**src/rtl/sprite_layer_mapper.sv**
```systemverilog
// sprite_layer_mapper: maps DrawX/DrawY onto one positioned, scaled, mirrored, animated ROM sprite
// Three-cycle pipeline: address -> ROM index -> palette colour and opaque hit
module sprite_layer_mapper #(
  parameter int SPR_W      = 40,
  parameter int SPR_H      = 66,
  parameter int FRAMES     = 4,
  parameter int SCALE_LOG2 = 1,
  parameter int HOLD       = 8,
  parameter int ADDR_W     = 14,
  parameter int IDX_W      = 4,
  parameter int TRANSP_IDX = 0,
  localparam int FW        = FRAMES > 1 ? $clog2(FRAMES) : 1
) (
  input  logic              vga_clk,
  input  logic              reset_n,
  input  logic [9:0]        DrawX,
  input  logic [9:0]        DrawY,
  input  logic              blank,
  input  logic [9:0]        sprite_x,
  input  logic [9:0]        sprite_y,
  input  logic              flip_h,
  input  logic              anim_en,
  input  logic              frame_load,
  input  logic [FW-1:0]     frame_init,
  output logic [ADDR_W-1:0] rom_address,
  input  logic [IDX_W-1:0]  rom_q,
  output logic [IDX_W-1:0]  pal_index,
  input  logic [3:0]        pal_red,
  input  logic [3:0]        pal_green,
  input  logic [3:0]        pal_blue,
  output logic [3:0]        red,
  output logic [3:0]        green,
  output logic [3:0]        blue,
  output logic              hit
);
  localparam int HW = HOLD > 1 ? $clog2(HOLD) : 1;
  localparam logic [10:0] BOX_W = 11'(SPR_W << SCALE_LOG2);
  localparam logic [10:0] BOX_H = 11'(SPR_H << SCALE_LOG2);
  localparam logic [ADDR_W-1:0] FSZ = ADDR_W'(SPR_W * SPR_H);
  logic [9:0] sx, sy;
  logic flip;
  logic [FW-1:0] frame, init_c;
  logic [HW-1:0] hold;
  logic v1, v2;
  logic frame_start, in_box, opaque;
  logic [10:0] dx, dy;
  logic [9:0] u_raw, u, v;
  logic [ADDR_W-1:0] addr;
  assign frame_start = DrawX == 10'd0 && DrawY == 10'd0;
  assign init_c = 32'(frame_init) >= FRAMES ? FW'(FRAMES - 1) : frame_init;
  // bit 10 of the 11-bit difference is the borrow: pixel lies left of / above the sprite
  assign dx = {1'b0, DrawX} - {1'b0, sx};
  assign dy = {1'b0, DrawY} - {1'b0, sy};
  assign in_box = !dx[10] && !dy[10] && dx < BOX_W && dy < BOX_H;
  assign u_raw = dx[9:0] >> SCALE_LOG2;
  assign v = dy[9:0] >> SCALE_LOG2;
  assign u = flip ? 10'(SPR_W - 1) - u_raw : u_raw;
  assign addr = ADDR_W'(frame) * FSZ + ADDR_W'(v) * ADDR_W'(SPR_W) + ADDR_W'(u);
  assign pal_index = rom_q;
  assign opaque = v2 && rom_q != IDX_W'(TRANSP_IDX);
  always_ff @(posedge vga_clk or negedge reset_n)
    if (!reset_n) begin
      sx <= '0;
      sy <= '0;
      flip <= 1'b0;
      frame <= '0;
      hold <= '0;
      rom_address <= '0;
      v1 <= 1'b0;
      v2 <= 1'b0;
      hit <= 1'b0;
      red <= '0;
      green <= '0;
      blue <= '0;
    end else begin
      if (frame_start) begin
        sx <= sprite_x;
        sy <= sprite_y;
        flip <= flip_h;
        if (frame_load) begin
          frame <= init_c;
          hold <= '0;
        end else if (anim_en) begin
          if (hold == HW'(HOLD - 1)) begin
            hold <= '0;
            frame <= frame == FW'(FRAMES - 1) ? '0 : frame + 1'b1;
          end else
            hold <= hold + 1'b1;
        end
      end
      rom_address <= in_box ? addr : '0;
      v1 <= in_box && blank;
      v2 <= v1;
      hit <= opaque;
      red <= opaque ? pal_red : 4'd0;
      green <= opaque ? pal_green : 4'd0;
      blue <= opaque ? pal_blue : 4'd0;
    end
endmodule

```
**config.mk**
```make
export PLATFORM = sky130hd
export DESIGN_NAME = sprite_layer_mapper
export DESIGN_NICKNAME = d
export VERILOG_FILES = /design/src/rtl/sprite_layer_mapper.sv
export SDC_FILE = /design/constraint.sdc
export NUM_CORES = 1
export LEC_CHECK = 0
export CAP_MARGIN = 20
export CORE_UTILIZATION = 25
export CTS_CLUSTER_DIAMETER = 150
export CTS_CLUSTER_SIZE = 20
export DETAILED_ROUTE_END_ITERATION = 7
export PLACE_DENSITY_LB_ADDON = 0.25
export SLEW_MARGIN = 20
export SYNTH_ARGS = -nofsm -noshare
export SYNTH_HDL_FRONTEND = slang
export SYNTH_SLANG_ARGS = --single-unit
```
**constraint.sdc**
```tcl
create_clock -name vga_clk -period 5.85 [get_ports vga_clk]
set_input_delay 0.8775 -clock vga_clk [delete_from_list [all_inputs] [get_ports vga_clk]]
set_output_delay 0.8775 -clock vga_clk [all_outputs]
set_load 0.01 [all_outputs]
```
==> metrics.md, run 1 <==
| Metric | Value |
|---|---|
| Status | `completed` |
| Routed Antenna Nets | `0` |
| Design area | `0.00546 mm^2` |
| Nets | `649` |
| CP endpoint kind | `flip-flop` |
| Iteration-0 DRC Markers | `175` |
| Largest net degree at the start of global routing | `56` |
| CTS H-tree lvls | `2` |
| Overall Power | `1.15 mW` |
| DP Wirelength | `7800 um` |
| Ant diodes | `0` |
| Worst slew margin relative to its limit | `48.0%` |
| Worst-margin pin slew | `0.780 ns` |
| Crit path time final | `5.49 ns` |
| Dpl cell area | `0.00529 mm^2` |
| Most instantiated cells after synthesis | `dfrtp_1 (55), ha_1 (50), inv_1 (50)` |
| DR vias | `3290` |
| CORE AREA | `0.0160 mm^2` |
| Layout cell share with drive strength beyond 1 | `7.02%` |
| Routed vias/inst | `4.43` |
| Leakage | `2.51 nW` |
| CTS resizes | `0` |
| Crit path kind | `input pin to flip-flop` |
| Hold WC Path Type | `flip-flop to flip-flop` |
| WP data required | `6.00 ns` |
| RSZ-0062 raised after global routing | `no` |
| Die Width | `131 um` |
| Post-synth top area cell | `dfrtp_1` |
| Asr flop ratio synth | `100%` |
| Synthesized net count | `560` |
| Post-Route WL | `9460 um` |
| Worst-path maximum fanout | `3` |
| CTS tree | `yes` |
| Unique masters post-synth | `54` |
| Pwr dens | `211 mW/mm^2` |
| Min Hold Slack | `0.357 ns` |
| Top-count cell post-synth | `dfrtp_1` |
| Wire per inst | `12.7 um` |
| Placer's final routability congestion estimate | `0.833` |
| Filler Cells Inserted | `1661` |
| Setup-failing EPs final | `0` |
| VDD IR max | `0.000110 V` |
| Post-cts hold buffer count | `0` |
| Crit path DAT | `5.64 ns` |
| Max-cap violations | `0` |
| Port Buffers | `94` |
| Critical Path Source Type | `input pin` |
| Fin. max-slew vios | `0` |
| Sequential element share of the synthesized area | `33.2%` |
| Total clock sinks | `55` |
| Initial antenna violation count | `0` |
| Initial Util | `25.9%` |
| Fin. Hold Viols | `0` |
| Clock Path Buffers | `2` |
| Max Clock Freq | `0.182 GHz` |
| Row Count | `46` |
| Synth area leaders | `dfrtp_1 (33%), ha_1 (15%), inv_1 (4.5%)` |
| Average instance area after synthesis | `9.47 um^2` |
| Post-Route Skew | `0.00730 ns` |
| Total GRT Usage | `11.5%` |
| Chip Height | `131 um` |
| Post-synth top area share | `33.2%` |
| Vias in the first global route | `3269` |
| IO Count | `95` |
| CTS buffer count | `5` |
| Ys Warns | `0` |
| Die area | `0.0171 mm^2` |
| Post-Place Worst Slack | `0.0818 ns` |
| Period utilization | `93.9%` |
| Pre-antenna DRT Iters | `4` |
| Worst-Skew Late Latency | `0.30 ns` |
| Total gr overflow | `0` |
| Synth Register Bits | `55` |
| CTS Root Cell | `clkbuf_16` |
| Ys flop type | `dfrtp_1` |
| Multi-input combinational cell area | `0.00248 mm^2` |
| Setup tns final | `0 ns` |
| DRC violations left | `0` |
| Mapped Cells | `437` |
| FF+latch area | `0.00138 mm^2` |
| Worst setup margin | `0.358 ns` |
| Syn-to-layout area delta | `31.8%` |
| CTS clk-pin slew, worst paths | `0.07 ns` |
| Number of synthesized flops with an enable pin | `0` |
| Setup Buffers After CTS | `0` |
| Synthesized area | `0.00414 mm^2` |
| First-pass GRT wire length | `15500 um` |
-- report_power, final --
part / leakage [nW] / switching (mW) / internal, mW
Sequential: 0.664 / 0.00000888 / 0.380
Clock: 0.0838 / 0.142 / 0.202
Combinational: 1.76 / 0.218 / 0.207
-- layer usage --
metal,GRT usage (%),vias to the layer above,routed length [um]
li1,-,1686,-
met1,15.1,1503,4540
met2,18.6,92,4170
met3,2.73,9,610
met4,3.72,0,144
met5,0,-,0
-- final cells by class --
| class | count | area share (%) |
|---|---|---|
| repair buffers | 97 | 17.8 |
| well taps | 216 | 4.95 |
| clock inverters | 3 | 0.803 |
| multi-input cells | 317 | 45.5 |
| clock buffers | 5 | 2.29 |
| flip-flops and latches | 55 | 25.2 |
| inverters | 50 | 3.44 |
-- final timing paths --
| kind | start | endpoint | slack, ns | cells past startpoint |
|---|---|---|---|---|
| min in group asynchronous | reset_n | rom_address[11] | 0.72 | 2 |
| max | DrawY[0] | rom_address[13] | 0.36 | 22 |
| max in group asynchronous | reset_n | flip | 4.67 | 2 |
| max reg2reg | sy[2] | rom_address[13] | 1.10 | 19 |
| min reg2reg | v1 | v2 | 0.36 | 0 |
| min | v1 | v2 | 0.36 | 0 |
-- critical path, stage by stage --
cell,delay [ns]
clkdlybuf4s50_1,0.45
nand2b_1,0.25
fa_1,0.45
a211oi_2,0.26
o21bai_2,0.14
a21oi_1,0.21
xor2_1,0.21
inv_1,0.09
ha_1,0.30
ha_1,0.32
nor2b_1,0.19
nor2_1,0.07
xor2_1,0.15
fa_1,0.48
inv_1,0.04
ha_1,0.33
o21a_1,0.21
nor2_1,0.09
a21oi_1,0.07
a31o_2,0.27
xnor2_1,0.13
nor3_1,0.06
-- kinds of logic (layout without fill, tap and decap cells) --
group / after synthesis / count (layout) / share of synthesized area, %
buffers and inverters: 65 / 155 / 6.89
muxes: 5 / 5 / 1.33
adders and majority gates: 59 / 59 / 19.5
and+or+nand+nor: 112 / 112 / 14.6
xor gates and xnor gates: 33 / 33 / 6.98
AOI/OAI and AO/OA: 108 / 108 / 17.5
DFF: 55 / 55 / 33.2
-- registers in the layout, indices dropped and copies added, names as in the netlist, 2 cells and up --
name         flops
blue             4
frame            2
green            4
hold             3
red              4
rom_address     14
sx              10
sy              10
-- layout by cell type (no fill, tap or decap), drive strengths merged, types with 4 or more instances in the layout --
| master | n |
|---|---|
| mux2 | 4 |
| o21ai | 38 |
| inv | 50 |
| a21oi | 21 |
| and2 | 13 |
| nor2b | 5 |
| nor3 | 20 |
| a21o | 10 |
| nor4 | 7 |
| xnor2 | 18 |
| o31ai | 5 |
| buf | 4 |
| clkdlybuf4s50 | 93 |
| nand2 | 34 |
| o211ai | 5 |
| dfrtp | 55 |
| nor2 | 18 |
| nand2b | 5 |
| xor2 | 15 |
| ha | 50 |
| fa | 9 |
| clkbuf | 5 |
-- metrics by stage --
| step | util (%) | std cells |
|---|---|---|
| finish | 34.1 | 743 |
| detailed placement | 33.0 | 735 |
| global placement | 33.0 | 735 |
| CTS | 34.1 | 743 |
| global route | 34.1 | 743 |
| floorplan | - | 437 |
(Power assumes the default switching activity.)
==> inputs of run 2 (changes only) <==
--- a/config.mk
+++ b/config.mk
@@ -6,6 +6,7 @@
 export NUM_CORES = 1
 export LEC_CHECK = 0
 export CAP_MARGIN = 20
+export CORE_MARGIN = 2
 export CORE_UTILIZATION = 25
 export CTS_CLUSTER_DIAMETER = 150
 export CTS_CLUSTER_SIZE = 20
==> run 2 against run 1 <==
Effect of this change: utilization down 1.1 points; first-iteration DRC count decreased by 25%; setup slack improved by 0.082 ns; global-route usage fell by 0.25 points; die area is 3.1% higher; sequential power barely moved; clock power shrank 14%; clock skew up 0.0029 ns; cell area down 0.64%; final cell count is 0.54% higher; routed wire length up 2.2%; via count increased by 0.70%; largest power group unchanged.
==> metrics.md, run 2 (synthesis results as in run 1) <==
| Metric | Value |
|---|---|
| Largest register by flop count | `rom_address` |
| Total GRT Usage | `11.3%` |
| Sw Ratio | `32.4%` |
| Crit path time final | `5.41 ns` |
| Max reg flops | `14` |
| Clock Path Buffers | `2` |
| Leakage | `2.49 nW` |
| DP Wirelength | `7840 um` |
| Setup-failing EPs final | `0` |
| First-pass GRT wire length | `16300 um` |
| CP endpoint kind | `flip-flop` |
| Iteration-0 DRC Markers | `131` |
| Worst slew margin relative to its limit | `46.1%` |
| Most frequent CP cell | `ha_1` |
| Worst r2r path cells | `19` |
| Layout cell share with drive strength beyond 1 | `6.83%` |
| Worst-margin pin slew | `0.808 ns` |
| Comb pwr share | `38.6%` |
| Port Buffers | `94` |
| Worst-path maximum fanout | `3` |
| Placed cells | `739` |
| DR vias | `3313` |
| Worst hold path depth | `0` |
| Worst path cell trace | `clkdlybuf4s50_1, nand2b_1, fa_1, a211oi_2, nor2_1, xor2_1, ha_1, ha_1, fa_1, a21o_1, a21oi_1, o21bai_1, a21oi_1, xnor2_1, ha_1, ha_1, a21o_1, a31o_2, xnor2_1, nor3_1` |
| Worst-Skew Late Latency | `0.30 ns` |
| CTS clk-pin slew, worst paths | `0.07 ns` |
| Row Count | `47` |
| Critical Path Source Type | `input pin` |
| CTS buffer count | `5` |
| Worst path slowest cell | `fa_1` |
| Routed Antenna Nets | `0` |
| CTS resizes | `0` |
| Pre-antenna DRT Iters | `4` |
| Post-cts hold buffer count | `0` |
| Nets | `649` |
| RSZ-0062 raised after global routing | `no` |
| Die Width | `133 um` |
| Internal Power | `0.746 mW` |
| Routed vias/inst | `4.44` |
| Post-Route Skew | `0.0102 ns` |
| Chip Height | `133 um` |
| Die area | `0.0176 mm^2` |
| Fin. Hold Viols | `0` |
| Design area | `0.00542 mm^2` |
| VDD IR max | `0.000101 V` |
| Crit path kind | `input pin to flip-flop` |
| Max Clock Freq | `0.185 GHz` |
| Fin. max-slew vios | `0` |
| Top Registers | `rom_address x14, sx x10, sy x10` |
| CORE AREA | `0.0164 mm^2` |
| Placer's final routability congestion estimate | `0.785` |
| Vias in the first global route | `3261` |
| Filler Cells Inserted | `1645` |
| Finished Core Util | `33.0%` |
| Ant diodes | `0` |
| Post-Place Worst Slack | `0.124 ns` |
| Total gr overflow | `0` |
| Setup Buffers After CTS | `0` |
| Period utilization | `92.5%` |
| Sequential Power Share | `34.4%` |
| CTS tree | `yes` |
| Worst setup margin | `0.441 ns` |
| Max-cap violations | `0` |
| Crit-path max cell delay | `0.44 ns` |
| Net Switching | `0.358 mW` |
| Total clock sinks | `55` |
| Post-Route WL | `9670 um` |
| Status | `completed` |
| Syn-to-layout area delta | `30.9%` |
| Initial Util | `25.2%` |
| DRC violations left | `0` |
| CTS Root Cell | `clkbuf_16` |
| Final non-filler cell total | `747` |
| WP data required | `6.00 ns` |
| Most frequent cells in the layout | `clkdlybuf4s50_1 (93), dfrtp_1 (55), inv_1 (50), ha_1 (50), o21ai_0 (35)` |
| Crit path DAT | `5.56 ns` |
| Setup tns final | `0 ns` |
| IO Count | `95` |
| CTS H-tree lvls | `2` |
| Wire per inst | `12.9 um` |
| Hold WC Path Type | `flip-flop to flip-flop` |
| Initial antenna violation count | `0` |
| Pwr dens | `204 mW/mm^2` |
| Clk pwr share | `27.0%` |
| Dpl cell area | `0.00528 mm^2` |
| Largest net degree at the start of global routing | `56` |
| Commonest non-fill, non-tap cell in the layout | `clkdlybuf4s50_1` |
==> run 2: changes by cell type in the layout (fill, tap and decap cells not counted), sizes merged <==
cell	change
bufinv	-1
clkbuf	+1
clkinv	-1
clkinvlp	+1
==> run 2: layer usage <==
metal / routed length, um / GRT usage [%]
met4: 96 / 2.69
met2: 4330 / 18.1
met5: 0 / 0
met1: 4870 / 15.5
met3: 378 / 2.34
==> run 2: layout make-up <==
class	instances	area [um^2]	area share, %
clock inverters	2	12.5	0.231
multi-input cells	317	2480	45.8
flip-flops and latches	55	1380	25.4
repair buffers	97	958	17.7
well taps	220	275	5.08
clock buffers	6	129	2.38
inverters	50	188	3.46
==> run 2: final timing paths <==
| path | from | end | slack, ns |
|---|---|---|---|
| setup / recovery | DrawY[0] | rom_address[13] | 0.44 |
| hold / removal | v1 | v2 | 0.35 |
| setup reg to reg | sy[0] | rom_address[13] | 1.17 |
| hold reg to reg | v1 | v2 | 0.35 |
| max in group asynchronous | reset_n | sx[9] | 4.67 |
| min in group asynchronous | reset_n | hold[2] | 0.71 |
==> run 2: worst max-delay path: cells and delay by family <==
kind                     cells  cell delay (ns)
AO/OA/AOI/OAI                7             1.34
XOR/XNOR                     3             0.56
buffers and inverters        1             0.43
AND/OR/NAND/NOR              3             0.37
adder cells (fa/ha/maj)      6             1.98
==> run 2: power by group through the flow <==
stage          Combinational (mW)  Clock (mW)  Sequential (mW)
2_1_floorplan               0.308           0            0.388
3_3_place_gp                0.418           0            0.387
3_5_place_dp                0.424           0            0.387
4_1_cts                     0.430       0.311            0.380
5_1_grt                     0.481       0.329            0.380
6_report                    0.426       0.298            0.380
==> run 2: through the flow <==
| stage | hold slack, ns | power, mW |
|---|---|---|
| 2_1_floorplan | 0.331 | 0.695 |
| 4_1_cts | 0.355 | 1.12 |
| 3_5_place_dp | 0.339 | 0.812 |
| 5_1_grt | 0.373 | 1.19 |
| 6_report | 0.353 | 1.10 |
| 3_3_place_gp | 0.335 | 0.805 |
==> inputs of run 3 (changes only) <==
--- a/config.mk
+++ b/config.mk
@@ -8,7 +8,7 @@
 export CAP_MARGIN = 20
 export CORE_MARGIN = 2
 export CORE_UTILIZATION = 25
-export CTS_CLUSTER_DIAMETER = 150
+export CTS_BUF_LIST = sky130_fd_sc_hd__clkbuf_4
 export CTS_CLUSTER_SIZE = 20
 export DETAILED_ROUTE_END_ITERATION = 7
 export PLACE_DENSITY_LB_ADDON = 0.25
@@ -16,3 +16,4 @@
 export SYNTH_ARGS = -nofsm -noshare
 export SYNTH_HDL_FRONTEND = slang
 export SYNTH_SLANG_ARGS = --single-unit
+export TNS_END_PERCENT = 30
==> run 3 against run 2 <==
Effect of this change: count of clock-buffer cells in the layout unchanged; combinational power about the same; hold slack better by 0.018 ns; routed wire length down 0.91%; final cell count increased by 0.13%; register-to-register slack is essentially flat; flip-flop and latch count unchanged; non-clock buffer count stayed put; setup slack gained 0.13 ns.
==> metrics.md, run 3 (synthesis results as in run 1) <==
| Metric | Value |
|---|---|
| Crit path time final | `5.28 ns` |
| Max reg flops | `14` |
| Most frequent cells in the layout | `clkdlybuf4s50_1 (93), dfrtp_1 (55), inv_1 (50), ha_1 (50), o21ai_0 (35)` |
| Period utilization | `90.3%` |
| Clock Path Buffers | `2` |
| Crit-path leading delay family | `adder cells` |
| Row Count | `47` |
| Max Clock Freq | `0.189 GHz` |
| Worst path slowest cell | `fa_1` |
| Initial antenna violation count | `1` |
| Post-Route Skew | `0.0236 ns` |
| Worst-margin pin slew | `0.809 ns` |
| Hold WC Path Type | `flip-flop to flip-flop` |
| DP Wirelength | `7840 um` |
| Finished Core Util | `32.5%` |
| Chip Height | `133 um` |
| Min Hold Slack | `0.370 ns` |
| VDD IR max | `0.0000702 V` |
| Crit path DAT | `5.55 ns` |
| CORE AREA | `0.0164 mm^2` |
| Pwr dens | `184 mW/mm^2` |
| Overall Power | `0.982 mW` |
| Fin. Hold Viols | `0` |
| Syn-to-layout area delta | `29.0%` |
| Worst-Skew Late Latency | `0.40 ns` |
| FF-to-FF End | `rom_address[13]` |
| Pre-antenna DRT Iters | `4` |
| Total gr overflow | `0` |
| Hold_sp | `v1` |
| Internal Power | `0.639 mW` |
| Sequential Power Share | `38.7%` |
| Worst reg-to-reg setup slack | `1.17 ns` |
| CTS resizes | `0` |
| Crit path kind | `input pin to flip-flop` |
| Worst-path maximum fanout | `3` |
| Cell count along the critical path | `20` |
| Design area | `0.00534 mm^2` |
| RSZ-0062 raised after global routing | `no` |
| WP buf/inv | `1` |
| Most frequent CP cell | `ha_1` |
| CTS buffer count | `5` |
| DR vias | `3315` |
| Layout cell share with drive strength beyond 1 | `7.02%` |
| Routed Antenna Nets | `0` |
| Post-cts hold buffer count | `0` |
| Worst hold path depth | `0` |
| Critical Path Source Type | `input pin` |
| Nets | `649` |
| Comb pwr share | `43.3%` |
| Total clock sinks | `55` |
| Port Buffers | `94` |
| Net Switching | `0.342 mW` |
| Vias in the first global route | `3249` |
| Placer's final routability congestion estimate | `0.785` |
| First-pass GRT wire length | `16200 um` |
| Die area | `0.0176 mm^2` |
| Wire per inst | `12.8 um` |
| Max-cap violations | `0` |
| Placed cells | `739` |
| Leakage | `2.45 nW` |
| IO Count | `95` |
| Setup tns final | `0 ns` |
| Final non-filler cell total | `748` |
| CTS tree | `yes` |
| Worst setup margin | `0.568 ns` |
| Sw Ratio | `34.9%` |
| Commonest non-fill, non-tap cell in the layout | `clkdlybuf4s50_1` |
| Worst r2r path cells | `19` |
| Fin. max-slew vios | `0` |
| Worst slew margin relative to its limit | `46.1%` |
| WHS Endpoint | `v2` |
| Clk pwr share | `17.9%` |
| CP endpoint kind | `flip-flop` |
| DRC violations left | `0` |
| Post-Route WL | `9580 um` |
| Dpl cell area | `0.00528 mm^2` |
| Crit-path max cell delay | `0.44 ns` |
| Top Registers | `rom_address x14, sx x10, sy x10` |
| Largest net degree at the start of global routing | `56` |
| CTS H-tree lvls | `2` |
| Routed vias/inst | `4.43` |
| Status | `completed` |
| Setup Buffers After CTS | `0` |
| WP data required | `6.12 ns` |
| Post-Place Worst Slack | `0.124 ns` |
| Iteration-0 DRC Markers | `106` |
| Initial Util | `25.2%` |
| Setup-failing EPs final | `0` |
| Total GRT Usage | `11.2%` |
| Largest register by flop count | `rom_address` |
| Launch point of the worst reg-to-reg path | `sy[0]` |
| Worst path cell trace | `clkdlybuf4s50_1, nand2b_1, fa_1, a211oi_2, nor2_1, xor2_1, ha_1, ha_1, fa_1, a21o_1, a21oi_1, o21bai_1, a21oi_1, xnor2_1, ha_1, ha_1, a21o_1, a31o_2, xnor2_1, nor3_1` |
| CTS clk-pin slew, worst paths | `0.16 ns` |
| CTS Root Cell | `clkbuf_4` |
| Die Width | `133 um` |
-- run 3: how the worst max path moves through the flow --
stage,start,to,slack (ns)
floorplan,DrawY[2],rom_address[13],0.94
global placement,DrawY[0],rom_address[13],0.20
detailed placement,DrawY[0],rom_address[13],0.12
CTS,DrawY[0],rom_address[13],0.57
global route,DrawY[0],rom_address[13],0.26
finish,DrawY[0],rom_address[13],0.57
-- run 3: per-layer routing --
metal	up-vias	wire length (um)	GRT usage, %
met1	1551	4840	15.6
met2	70	4270	17.8
met5	-	0	0
li1	1686	-	-
met3	8	372	2.34
met4	0	105	2.87
-- run 3: final cells by class --
type / instances / area [um^2]
fill: 1652 / 11100
multi-input combinational: 317 / 2480
sequential: 55 / 1380
timing repair buffer: 97 / 958
tap: 220 / 275
inverter: 50 / 188
clock buffer: 6 / 45.0
clock inverter: 2 / 12.5
antenna: 1 / 2.50
-- run 3: power by group through the flow --
stage / logic [mW] / clock network [mW] / registers [mW]
after CTS: 0.429 / 0.192 / 0.380
after global placement: 0.418 / 0 / 0.387
after floorplan: 0.308 / 0 / 0.388
after global routing: 0.481 / 0.207 / 0.381
after detailed placement: 0.424 / 0 / 0.387
final: 0.425 / 0.176 / 0.380
==> variant 1 (flow settings as in run 1) <==
Take the reset off `rom_address` and load it in a clocked block of its own.
--- a/src/rtl/sprite_layer_mapper.sv
+++ b/src/rtl/sprite_layer_mapper.sv
@@ -67,3 +67,2 @@
       hold <= '0;
-      rom_address <= '0;
       v1 <= 1'b0;
@@ -90,3 +89,2 @@
       end
-      rom_address <= in_box ? addr : '0;
       v1 <= in_box && blank;
@@ -98,2 +96,6 @@
     end
+
+  always_ff @(posedge vga_clk) begin
+      rom_address <= in_box ? addr : '0;
+  end
 endmodule
Check against the original RTL: not equivalent (Yosys sat finds a counterexample within 4 cycles, from zero or initial values and one cycle with reset_n low).
==> variant 1 against run 1 <==
- register-to-register slack improved by 0.02 ns
- largest power group unchanged
- synthesized area increased by 1.9%
- design area increased by 2.2%
- clock power increased by 15%
- hold slack improved by 0.0056 ns
- sequential share of layout area decreased by 1.8 points
- setup slack improved by 0.087 ns
- via count increased by 5.2%
- total power increased by 3.4%
- routed wire length increased by 4.6%
- sequential cell count unchanged
- fmax increased by 1.6%
- highest routed layer unchanged
- largest cell class unchanged
- global-route usage increased by 0.20 points
==> variant 1: results (changes against run 1) <==
| Metric | Value |
|---|---|
| List of most frequent post-synthesis cells | inv_1 (51), ha_1 (50), dfrtp_1 (41) |
| M1 WL | 4758 um (+4.9%) |
| Asr flop ratio synth | 74.55% (-25 points) |
| Initial drt markers | 104 (-41%) |
| Top cells by area, synth | dfrtp_1 (24%), ha_1 (15%), dfxtp_1 (6.6%), inv_1 (4.5%), fa_1 (4.3%) |
| Final HPWL DP | 7879 um (+0.98%) |
| Layout cells sized above 1 | 6.764% (-0.26 points) |
| DR vias | 3460 (+5.2%) |
| M1 GR Usage | 14.70% (-0.43 points) |
| Worst slack, placed | 0.1195 ns (+0.03761 ns) |
| Crit Path Max Fanout | 4 (+1) |
| Detailed Route WL | 9898 um (+4.6%) |
| Switch Pwr | 359.2 uW (-0.19%) |
| Status | complete, no violations |
| Leakage | 2.520 nW (+0.58%) |
| Metal3 WL | 406 um (-33%) |
| First-pass GRT wire length | 16370 um (+5.6%) |
| Yosys cell types | 61 (+13%) |
| Worst Path Arrival | 5.57 ns (-0.07 ns) |
| Rel. slew slack | 39.42% (-8.6 points) |
| Vias in the first global route | 3438 (+5.2%) |
| GPL Wtd Cong | 0.7799 (-6.4%) |
| VDD IR-drop max | 0.0001278 V (+16%) |
| Routed met2 length | 4589 um (+10%) |
| Nets | 669 (+3.1%) |
| GRT Total Usage | 11.71% (+0.20 points) |
| Seq/Total Area, Yosys | 30.96% (-2.3 points) |
| Reg power frac | 31.8% (-1.3 points) |
| Worst Skew | 0.008962 ns (+0.001661 ns) |
[variant 1: through the flow]
step           cells  hold slack, ns
2_1_floorplan    454          0.3312
3_3_place_gp     759          0.3408
4_1_cts          767          0.3654
5_1_grt          767          0.3656
6_report         767          0.3628
3_5_place_dp     759          0.3489
[variant 1: final cells by class]
cell class	instances	area [sq um]	share of cell area [%]
Clock buffer	5	125.1	2.243
Clock inverter	3	67.56	1.211
Inverter	51	191.4	3.432
Multi-Input combinational cell	331	2614	46.86
Sequential cell	55	1306	23.42
Tap cell	220	275.3	4.935
Timing Repair Buffer	102	998.5	17.90
[variant 1: final timing paths]
check / to / slack, ns / cells after the start / from
max: rom_address[13] / 0.45 / 21 / DrawY[2]
max reg2reg: rom_address[13] / 1.12 / 21 / sy[2]
min: v2 / 0.36 / 0 / v1
max in group asynchronous: sx[1] / 4.89 / 1 / reset_n
min reg2reg: v2 / 0.36 / 0 / v1
min in group asynchronous: v1 / 0.56 / 1 / reset_n
[variant 1: cells by family after synthesis]
group	count (synthesis)	synth area share (%)
xor+xnor	33	7.029
fa+ha+maj	59	19.10
flops	55	30.96
simple gates	117	16.22
mux	6	1.483
buf+inv	68	7.147
compound gates	116	18.06
[variant 1: worst reg2reg max path, cell delays in order (launching register included)]
cell and delay, ns:
dfrtp_1 0.33, inv_1 0.05, ha_1 0.33, a21o_1 0.18, a31oi_1 0.34, nor2_1 0.10
a211oi_1 0.38, inv_1 0.14, ha_1 0.31, ha_1 0.33, nand2_1 0.08, a2bb2oi_1 0.21
nand2_1 0.10, fa_1 0.48, inv_1 0.04, ha_1 0.29, o21a_1 0.11, o21a_1 0.17
o22ai_1 0.18, o21ai_0 0.14, xnor2_1 0.26, nor4_4 0.05
==> variant 2 (flow settings as in run 1) <==
Made on the original files. The parameter `HOLD` goes from 8 to 16.
--- a/src/rtl/sprite_layer_mapper.sv
+++ b/src/rtl/sprite_layer_mapper.sv
@@ -7,3 +7,3 @@
   parameter int SCALE_LOG2 = 1,
-  parameter int HOLD       = 8,
+  parameter int HOLD       = 16,
   parameter int ADDR_W     = 14,
Check against the original RTL: not equivalent (a bounded check fails within 10 cycles, from zero or initial values and one cycle with reset_n low).
==> variant 2 against run 1 <==
- routed wire length rose by 4.1%
- sequential cell count rose by 1
- utilization fell by 0.54 points
- design area rose by 1.7%
- clock power rose by 1%
- synthesized area rose by 2.1%
- setup slack got worse by 0.037 ns
- total power fell by 3.3%
- critical endpoint is now rom_address[12]
- largest cell class unchanged
- largest power group is now sequential cells
- highest routed layer unchanged
==> variant 2: results (changes against run 1) <==
| Metric | Value |
|---|---|
| Status | complete, no violations |
| Nets | 666 (+2.6%) |
| Post-synthesis compound-gate area fraction | 16.43% (-1.0 points) |
| Post-Synth XOR/XNOR Area | 6.633% (-0.35 points) |
| Met3 usage in global routing | 2.960% (+0.23 points) |
| Seq/Total Area, Yosys | 33.17% (-0.077 points) |
| Vias in the first global route | 3491 (+6.8%) |
| Routed met2 length | 4513 um (+8.3%) |
| DR vias | 3387 (+2.9%) |
| Filler instances | 1687 (+1.6%) |
| Cell Area, Synth | 4225 sq um (+2.1%) |
| Total internal power | 770.4 uW (-2.4%) |
| Mux cell area share after synthesis | 1.333% (+0.0028 points) |
| Tcrit/Tclk final | 94.50% (+0.63 points) |
| Worst setup path end | rom_address[12] |
| Layout cells sized above 1 | 7.156% (+0.14 points) |
| M1 GR Usage | 15.42% (+0.29 points) |
| Yosys cell types | 60 (+11%) |
| Metal3 WL | 508 um (-17%) |
| Routed len/inst | 12.87 um (+1.1%) |
| Top delay family on crit path | adder cells |
| Setup slack, reg-to-reg | 0.96 ns (-0.14 ns) |
| Synth top area share | 33.17% (-0.077 points) |
| Leakage | 2.553 nW (+1.9%) |
| GRT Total Usage | 11.99% (+0.47 points) |
| Worst Path Arrival | 5.73 ns (+0.09 ns) |
| List of most frequent post-synthesis cells | dfrtp_1 (56), inv_1 (51), ha_1 (49) |
| Syn_nets | 574 (+2.5%) |
| Worst slack, placed | 0.02322 ns (-0.05863 ns) |
| Initial drt markers | 96 (-45%) |
| GPL Wtd Cong | 0.8466 (+1.6%) |
| Worst Skew | 0.005605 ns (-0.001696 ns) |
| Minimum clock period | 5.528 ns (+0.03665 ns) |
| Slew @ Worst Pin | 1.050 ns (+0.2700 ns) |
| VDD IR-drop max | 0.0001193 V (+8.6%) |
| Final HPWL DP | 7993 um (+2.4%) |
| Top cells by area, synth | dfrtp_1 (33%), ha_1 (15%), inv_1 (4.5%), o21ai_0 (4.4%), fa_1 (4.3%) |
| Crit. Startpoint | DrawY[2] |
| First-pass GRT wire length | 16800 um (+8.4%) |
| Crit Path Max Fanout | 4 (+1) |
[variant 2: worst register-to-register path, delay by kind of cell (launching register included)]
| kind | cells | cell delay (ns) |
|---|---|---|
| AOI/OAI and AO/OA | 7 | 1.61 |
| buffers and inverters | 3 | 0.18 |
| DFF | 1 | 0.36 |
| and+or+nand+nor | 4 | 0.71 |
| adders and majority gates | 5 | 1.94 |
[variant 2: final cells by class]
class	count	area share, %
Tap cell	220	4.964
Timing Repair Buffer	101	17.82
Inverter	51	3.452
Clock buffer	6	2.324
Clock inverter	2	0.6995
Sequential cell	56	25.27
Multi-Input combinational cell	329	45.46
[variant 2: kinds of logic after synthesis]
group,after synthesis
buf+inv,67
compound gates,108
fa+ha+maj,58
xor+xnor,32
simple gates,126
mux,5
flops,56
[variant 2: power groups by stage]
stage	Combinational (mW)	Clock (mW)	Sequential (mW)
floorplan	0.262	0	0.398
global placement	0.371	0	0.398
detailed placement	0.371	0	0.398
CTS	0.376	0.364	0.391
global route	0.423	0.379	0.391
finish	0.371	0.350	0.391
[variant 2: stage by stage]
step	power [mW]	area [sq um]	cells
final	1.112	5545	765
after global routing	1.193	5545	765
after CTS	1.131	5545	765
after detailed placement	0.7692	5378	757
after global placement	0.7690	5378	757
after floorplan	0.6602	4225	452
[variant 2: how the worst min path moves through the flow]
stage | endpoint | start | slack, ns | cells past startpoint
2_1_floorplan | v2 | v1 | 0.33 | 0
3_3_place_gp | v2 | v1 | 0.33 | 0
3_5_place_dp | v2 | v1 | 0.34 | 0
4_1_cts | v2 | v1 | 0.36 | 0
5_1_grt | v2 | v1 | 0.37 | 0
6_report | v2 | v1 | 0.35 | 0
